<file path="src/rtl/obstacle_motion_sched.sv">
`default_nettype none
// ============================================================================
// Module   : obstacle_motion_sched
// Brief    : Per-frame motion scheduler for N obstacle sprite cores. At each
//            vertical-blank start it walks every obstacle in index order,
//            moves it left by 'speed' pixels (respawning at H_RES when it
//            would underflow) and writes x0 then y0 into that core's
//            register space over the shared video-slot write bus.
// Options  : OBSTACLE_RAND_Y_EN - when defined, a free-running 8-bit LFSR
//            randomises y0 of an obstacle each time it respawns.
// Revision : 1.0 - initial release
// ============================================================================
module obstacle_motion_sched #(
  parameter int N         = 2,
  parameter int H_RES     = 640,
  parameter int V_TRIG    = 480,
  parameter int X_INIT    = 640,
  parameter int X_SPACING = 320,
  parameter int Y_BASE    = 400
) (
  input  logic          clk,
  input  logic          reset,
  input  logic [10:0]   x,
  input  logic [10:0]   y,
  input  logic          en,
  input  logic [3:0]    speed,
  output logic [N-1:0]  cs,
  output logic          write,
  output logic [13:0]   addr,
  output logic [31:0]   wr_data,
  output logic          busy
);

  localparam int IDX_W = (N > 1) ? $clog2(N) : 1;

  localparam logic [13:0]      C_ADDR_X   = 14'h2001;
  localparam logic [13:0]      C_ADDR_Y   = 14'h2002;
  localparam logic [10:0]      C_H_RES    = 11'(H_RES);
  localparam logic [10:0]      C_V_TRIG   = 11'(V_TRIG);
  localparam logic [10:0]      C_Y_BASE   = 11'(Y_BASE);
  localparam logic [IDX_W-1:0] C_IDX_LAST = IDX_W'(N - 1);
  localparam logic [N-1:0]     C_CS_ONE   = N'(1);

  typedef enum logic [1:0] {
    S_IDLE = 2'd0,
    S_CALC = 2'd1,
    S_WR_X = 2'd2,
    S_WR_Y = 2'd3
  } state_t;

  state_t           r_state;
  state_t           w_state_next;
  logic [IDX_W-1:0] r_idx;
  logic [IDX_W-1:0] w_idx_next;

  logic             r_cond_d;
  logic             w_cond;
  logic             w_trig;

  logic [10:0]      r_xpos [N];
  logic [10:0]      w_xpos_cur;
  logic [10:0]      w_ypos_cur;
  logic [11:0]      w_sum;
  logic             w_borrow;
  logic             w_calc;

  logic [N-1:0]     w_cs_d;
  logic             w_write_d;
  logic [13:0]      w_addr_d;
  logic [31:0]      w_data_d;

  // --------------------------------------------------------------------------
  // Frame trigger: one pulse on the first cycle the counter sits at (0,V_TRIG),
  // however many clocks the pixel counter dwells there.
  // --------------------------------------------------------------------------
  assign w_cond = (x == 11'd0) && (y == C_V_TRIG);
  assign w_trig = w_cond & ~r_cond_d;

  // Delay the trigger condition so only its rising edge starts a sweep.
  always_ff @(posedge clk) begin
    if (!reset) begin
      r_cond_d <= 1'b0;
    end else begin
      r_cond_d <= w_cond;
    end
  end

  // --------------------------------------------------------------------------
  // Position arithmetic for the obstacle currently selected by r_idx. The
  // 12-bit subtraction exposes the borrow, which is the respawn condition;
  // landing exactly on 0 is a legal position and is kept.
  // --------------------------------------------------------------------------
  assign w_xpos_cur = r_xpos[r_idx];
  assign w_sum      = {1'b0, w_xpos_cur} - {8'b0, speed};
  assign w_borrow   = w_sum[11];
  assign w_calc     = (r_state == S_CALC);

  for (genvar gi = 0; gi < N; gi++) begin : g_xpos
    localparam logic [10:0] C_X_RST = 11'(X_INIT + gi * X_SPACING);

    // Horizontal position of obstacle gi, updated only in its own CALC slot.
    always_ff @(posedge clk) begin
      if (!reset) begin
        r_xpos[gi] <= C_X_RST;
      end else if (w_calc && (r_idx == IDX_W'(gi))) begin
        r_xpos[gi] <= w_borrow ? C_H_RES : w_sum[10:0];
      end
    end
  end

`ifdef OBSTACLE_RAND_Y_EN
  logic [7:0]  r_lfsr;
  logic        w_lfsr_fb;
  logic [10:0] r_yval [N];

  // Fibonacci taps 8,6,5,4 shifted towards the MSB; runs every clock so the
  // respawn height depends on when the respawn happens.
  assign w_lfsr_fb = r_lfsr[7] ^ r_lfsr[5] ^ r_lfsr[4] ^ r_lfsr[3];

  // Free-running height randomiser.
  always_ff @(posedge clk) begin
    if (!reset) begin
      r_lfsr <= 8'hA5;
    end else begin
      r_lfsr <= {r_lfsr[6:0], w_lfsr_fb};
    end
  end

  for (genvar gi = 0; gi < N; gi++) begin : g_yval
    // New height for obstacle gi whenever it respawns; range Y_BASE-63..Y_BASE.
    always_ff @(posedge clk) begin
      if (!reset) begin
        r_yval[gi] <= C_Y_BASE;
      end else if (w_calc && (r_idx == IDX_W'(gi)) && w_borrow) begin
        r_yval[gi] <= C_Y_BASE - {5'b0, r_lfsr[5:0]};
      end
    end
  end

  assign w_ypos_cur = r_yval[r_idx];
`else
  // Fixed track height: every obstacle runs along the same line.
  assign w_ypos_cur = C_Y_BASE;
`endif

  // --------------------------------------------------------------------------
  // Sweep control
  // --------------------------------------------------------------------------

  // State and obstacle-index registers.
  always_ff @(posedge clk) begin
    if (!reset) begin
      r_state <= S_IDLE;
      r_idx   <= '0;
    end else begin
      r_state <= w_state_next;
      r_idx   <= w_idx_next;
    end
  end

  // Next-state logic: CALC -> WR_X -> WR_Y per obstacle; triggers arriving
  // mid-sweep are dropped, and en only gates the start of a sweep.
  always_comb begin
    w_state_next = r_state;
    w_idx_next   = r_idx;
    case (r_state)
      S_IDLE: begin
        if (w_trig && en) begin
          w_state_next = S_CALC;
          w_idx_next   = '0;
        end
      end
      S_CALC: begin
        w_state_next = S_WR_X;
      end
      S_WR_X: begin
        w_state_next = S_WR_Y;
      end
      S_WR_Y: begin
        if (r_idx == C_IDX_LAST) begin
          w_state_next = S_IDLE;
          w_idx_next   = '0;
        end else begin
          w_state_next = S_CALC;
          w_idx_next   = r_idx + 1'b1;
        end
      end
      default: begin
        w_state_next = S_IDLE;
        w_idx_next   = '0;
      end
    endcase
  end

  // Slot bus values for the current state; they appear one clock later.
  always_comb begin
    w_cs_d    = '0;
    w_write_d = 1'b0;
    w_addr_d  = '0;
    w_data_d  = '0;
    case (r_state)
      S_WR_X: begin
        w_cs_d    = C_CS_ONE << r_idx;
        w_write_d = 1'b1;
        w_addr_d  = C_ADDR_X;
        w_data_d  = {21'b0, w_xpos_cur};
      end
      S_WR_Y: begin
        w_cs_d    = C_CS_ONE << r_idx;
        w_write_d = 1'b1;
        w_addr_d  = C_ADDR_Y;
        w_data_d  = {21'b0, w_ypos_cur};
      end
      default: begin
        w_cs_d    = '0;
        w_write_d = 1'b0;
        w_addr_d  = '0;
        w_data_d  = '0;
      end
    endcase
  end

  // Registered slot bus; reset kills any pending strobe of an abandoned sweep.
  always_ff @(posedge clk) begin
    if (!reset) begin
      cs      <= '0;
      write   <= 1'b0;
      addr    <= '0;
      wr_data <= '0;
    end else begin
      cs      <= w_cs_d;
      write   <= w_write_d;
      addr    <= w_addr_d;
      wr_data <= w_data_d;
    end
  end

  assign busy = (r_state != S_IDLE);

endmodule
`default_nettype wire

</file>
<file path="config.mk">
export PLATFORM = sky130hd
export DESIGN_NAME = obstacle_motion_sched
export DESIGN_NICKNAME = d
export VERILOG_FILES = /design/src/rtl/obstacle_motion_sched.sv
export SDC_FILE = /design/constraint.sdc
export NUM_CORES = 1
export LEC_CHECK = 0
export BUFFER_PORTS_ARGS = -buffer_cell sky130_fd_sc_hd__buf_2
export CAP_MARGIN = 20
export CORE_MARGIN = 1.5
export CORE_UTILIZATION = 25
export DETAILED_ROUTE_END_ITERATION = 8
export PLACE_DENSITY = 0.5
export SYNTH_ARGS = -nofsm -noshare
export SYNTH_HDL_FRONTEND = slang
export SYNTH_SLANG_ARGS = --single-unit
</file>
<file path="constraint.sdc">
create_clock -name clk -period 5.5 [get_ports clk]
set_input_delay 0.55 -clock clk [delete_from_list [all_inputs] [get_ports clk]]
set_output_delay 0.55 -clock clk [all_outputs]
set_load 0.03 [all_outputs]
</file>
==> metrics <==
final wirelength=4570 um; critical path, cell by cell=mux2i_1, inv_1, ha_1, nor2b_1, o31a_1, o31ai_1, nor3_1; worst skew pair latency=around 300 ps; Overall Global Routing Usage=approximately a tenth; Chip Width=roughly 99 um; prevailing post-synth register cell=edfxtp_1; synth unique cells=38; startpoint types=flop; first-pass GRT wire length=~7400 um; Root Buffer Master=clkbuf_8; post-CTS repair timing setup buffer count=0; final hold violation count=0; DRT iter0 DRCs=between 60 and 70; worst r2r path cells=7; Final HPWL DP=between 3000 and 4000 um; CTS max path bufs=2; Mapped Cells=223; Worst Setup Path Type=flop to flop; Port Buffer Count=46; Core ar.=approximately 9000 um2; PostCTS Resize Cnt=0; failing checks=DRC; Cell Pwr Density=about 240 nW/um2; nets@finish=a little over 300; DRC Markers=1; routed len/inst=between 10 and 15 um; warnings from Yosys=0; CP arrival=between 3000 and 4000 ps; Min-Delay Path Depth=2; status=finished with violations; CP peak stage delay=about 910 ps; share of layout cells above drive strength 1=between 20 and 25%; sequential share of the synthesized area=47.1%; Final setup viols=0; htree depth=2; worst IR drop on VDD=0.0794 mV; cts hold-fix bufs=0; Crit. End Element=flop; Die Area=~10000 um2; Slew Limit Fails=0; number of max-cap violations=0; Slew headroom=34.6%; CP top delay family=compound AO/OA/AOI/OAI gates; synthesized area per cell=10.3 um2; Final min period=3430 ps; period utilisation layout=62.3%; grt ovf=0; Syn Std Cell Area=2300 um2; P&R area growth vs syn=13.2%; worst-margin pin slew=approximately 970 ps; Final GP Congestion=0.762; Starting Density=between 20% and 30%; via/cell ratio=4.42; largest net degree at the start of global routing=21; Top Ports=just under 80; CP Depth=7; critical path data required time=roughly 5500 ps; P_leak=1.07 nW; Pre-antenna DRT Iters=6; die height=a little under 100 um; initial antenna violation count=0; Routed Antenna Nets=0; Yosys top cell by area=edfxtp_1; vias in the first global route=about 1,600; post-synth top area share=roughly 29%; Clock Skews=9.86 ps; # rows=34; RSZ-0062 raised after global routing=false; Final Power=0.622 mW; crit path max fanout=20; Max Clk Rate=about 290 MHz; clk slew on worst S/H paths=approximately 90 ps; number of diodes=0; buffer and inverter count on the worst path=1; total CTS buffers=5; Synth Register Bits=43; CTS tree=yes; Hold Path Class=flop to flop; Post-synth ARST share=0%; TNS Setup=0 ps; top cells by area, synth=edfxtp_1 29%, dfxtp_1 18%, buf_4 11%; routed vias=between 1,500 and 2,000; CP max stage cell=dfxtp_1; number of enable flip-flop cells after synthesis=22; Sink Count=43
==> registers in the layout (all words and copies together) (netlist names), named ones only <==
signal,count
r_cond_d,1
cs,2
wr_data,11
r_xpos,22
addr,2
r_state,2
write,1
r_idx,1
==> Yosys cell counts, drive strengths merged, types with 2 or more instances <==
library cell   n
buf           35
nor3          18
dfxtp         21
nand2          9
nand4          2
o21a           6
mux2i         10
edfxtp        22
nor2          17
nor4           8
o31ai          4
nand4b         2
ha             9
o31a           6
clkbuf         5
nor3b          3
mux2           3
inv           11
nor2b          5
o21ai         10
nor4b          2
or4            2
o32ai          2
==> per-stage QoR <==
stage / util (%) / hold WS, ps / instance area (um2) / setup WS, ps / cells
final: 29.5 / 514 / 2600 / 2070 / 377
after global routing: 29.5 / 540 / 2600 / 1720 / 377
after CTS: 29.5 / 517 / 2590 / 2050 / 376
after detailed placement: 28.4 / 506 / 2500 / 2040 / 368
after global placement: 28.4 / 491 / 2500 / 2130 / 368
after floorplan: - / 471 / 2410 / 2660 / 254
==> worst register-to-register path, delay by kind of cell (launching register included) <==
kind	cells	cell delay (ps)
AOI/OAI and AO/OA	2	1250
adders and majority gates	1	260
buffers and inverters	1	80
DFF	1	910
muxes	1	400
and+or+nand+nor	2	250
==> final cells by class <==
| type | count | area [um2] |
|---|---|---|
| fill | 938 | 6200 |
| sequential | 43 | 1080 |
| multi-input combinational | 160 | 1010 |
| timing repair buffer | 47 | 238 |
| tap | 108 | 135 |
| clock buffer | 7 | 86.3 |
| inverter | 11 | 41.3 |
| clock inverter | 1 | 5.00 |
==> cell usage in the layout (no fill, tap or decap), types with 2 or more instances in the layout <==
cell type	synthesis	routed
nor4b_1	2	2
o21ai_0	10	9
nor2b_1	5	5
mux2_2	3	3
mux2i_1	10	10
ha_1	9	9
o32ai_1	2	2
nor2_1	17	17
conb_1	1	32
buf_2	2	46
dfxtp_1	21	21
clkbuf_8	0	6
o31a_1	6	6
edfxtp_1	22	22
o31ai_1	3	3
nor3b_1	3	3
nand4b_1	2	2
nand4_1	2	2
inv_1	11	11
nand2_1	9	9
o21a_1	5	5
nor3_1	18	18
nor4_1	8	8
==> power breakdown <==
part	total, mW	switching (mW)	internal (mW)
combinational	0.0693	0.0517	0.0176
sequential	0.343	0.00215	0.340
clock	0.210	0.108	0.101
==> worst paths after layout <==
path,start,end,slack (ps)
worst min-delay path,r_state[1],r_state[1],510
worst max-delay path,flop,r_xpos[1][10],2070
worst max register to register,flop,r_xpos[1][10],2070
worst min register to register,r_state[1],r_state[1],510
==> logic make-up after synthesis <==
family / synth area share (%)
DFF: 47.1
muxes: 5.83
AOI/OAI and AO/OA: 10.6
other: 0.163
xor gates and xnor gates: 0.381
adders and majority gates: 5.77
and+or+nand+nor: 16.3
buffers and inverters: 13.8
==> routing by layer <==
metal	vias up	share of wire, %	track usage (%)
met5	-	0	0
met4	0	1.6	4.29
met3	6	4.6	2.06
met2	44	50	16.7
met1	782	44	11.4
li1	833	-	-
No activity file was read; power rests on OpenSTA's default activity.
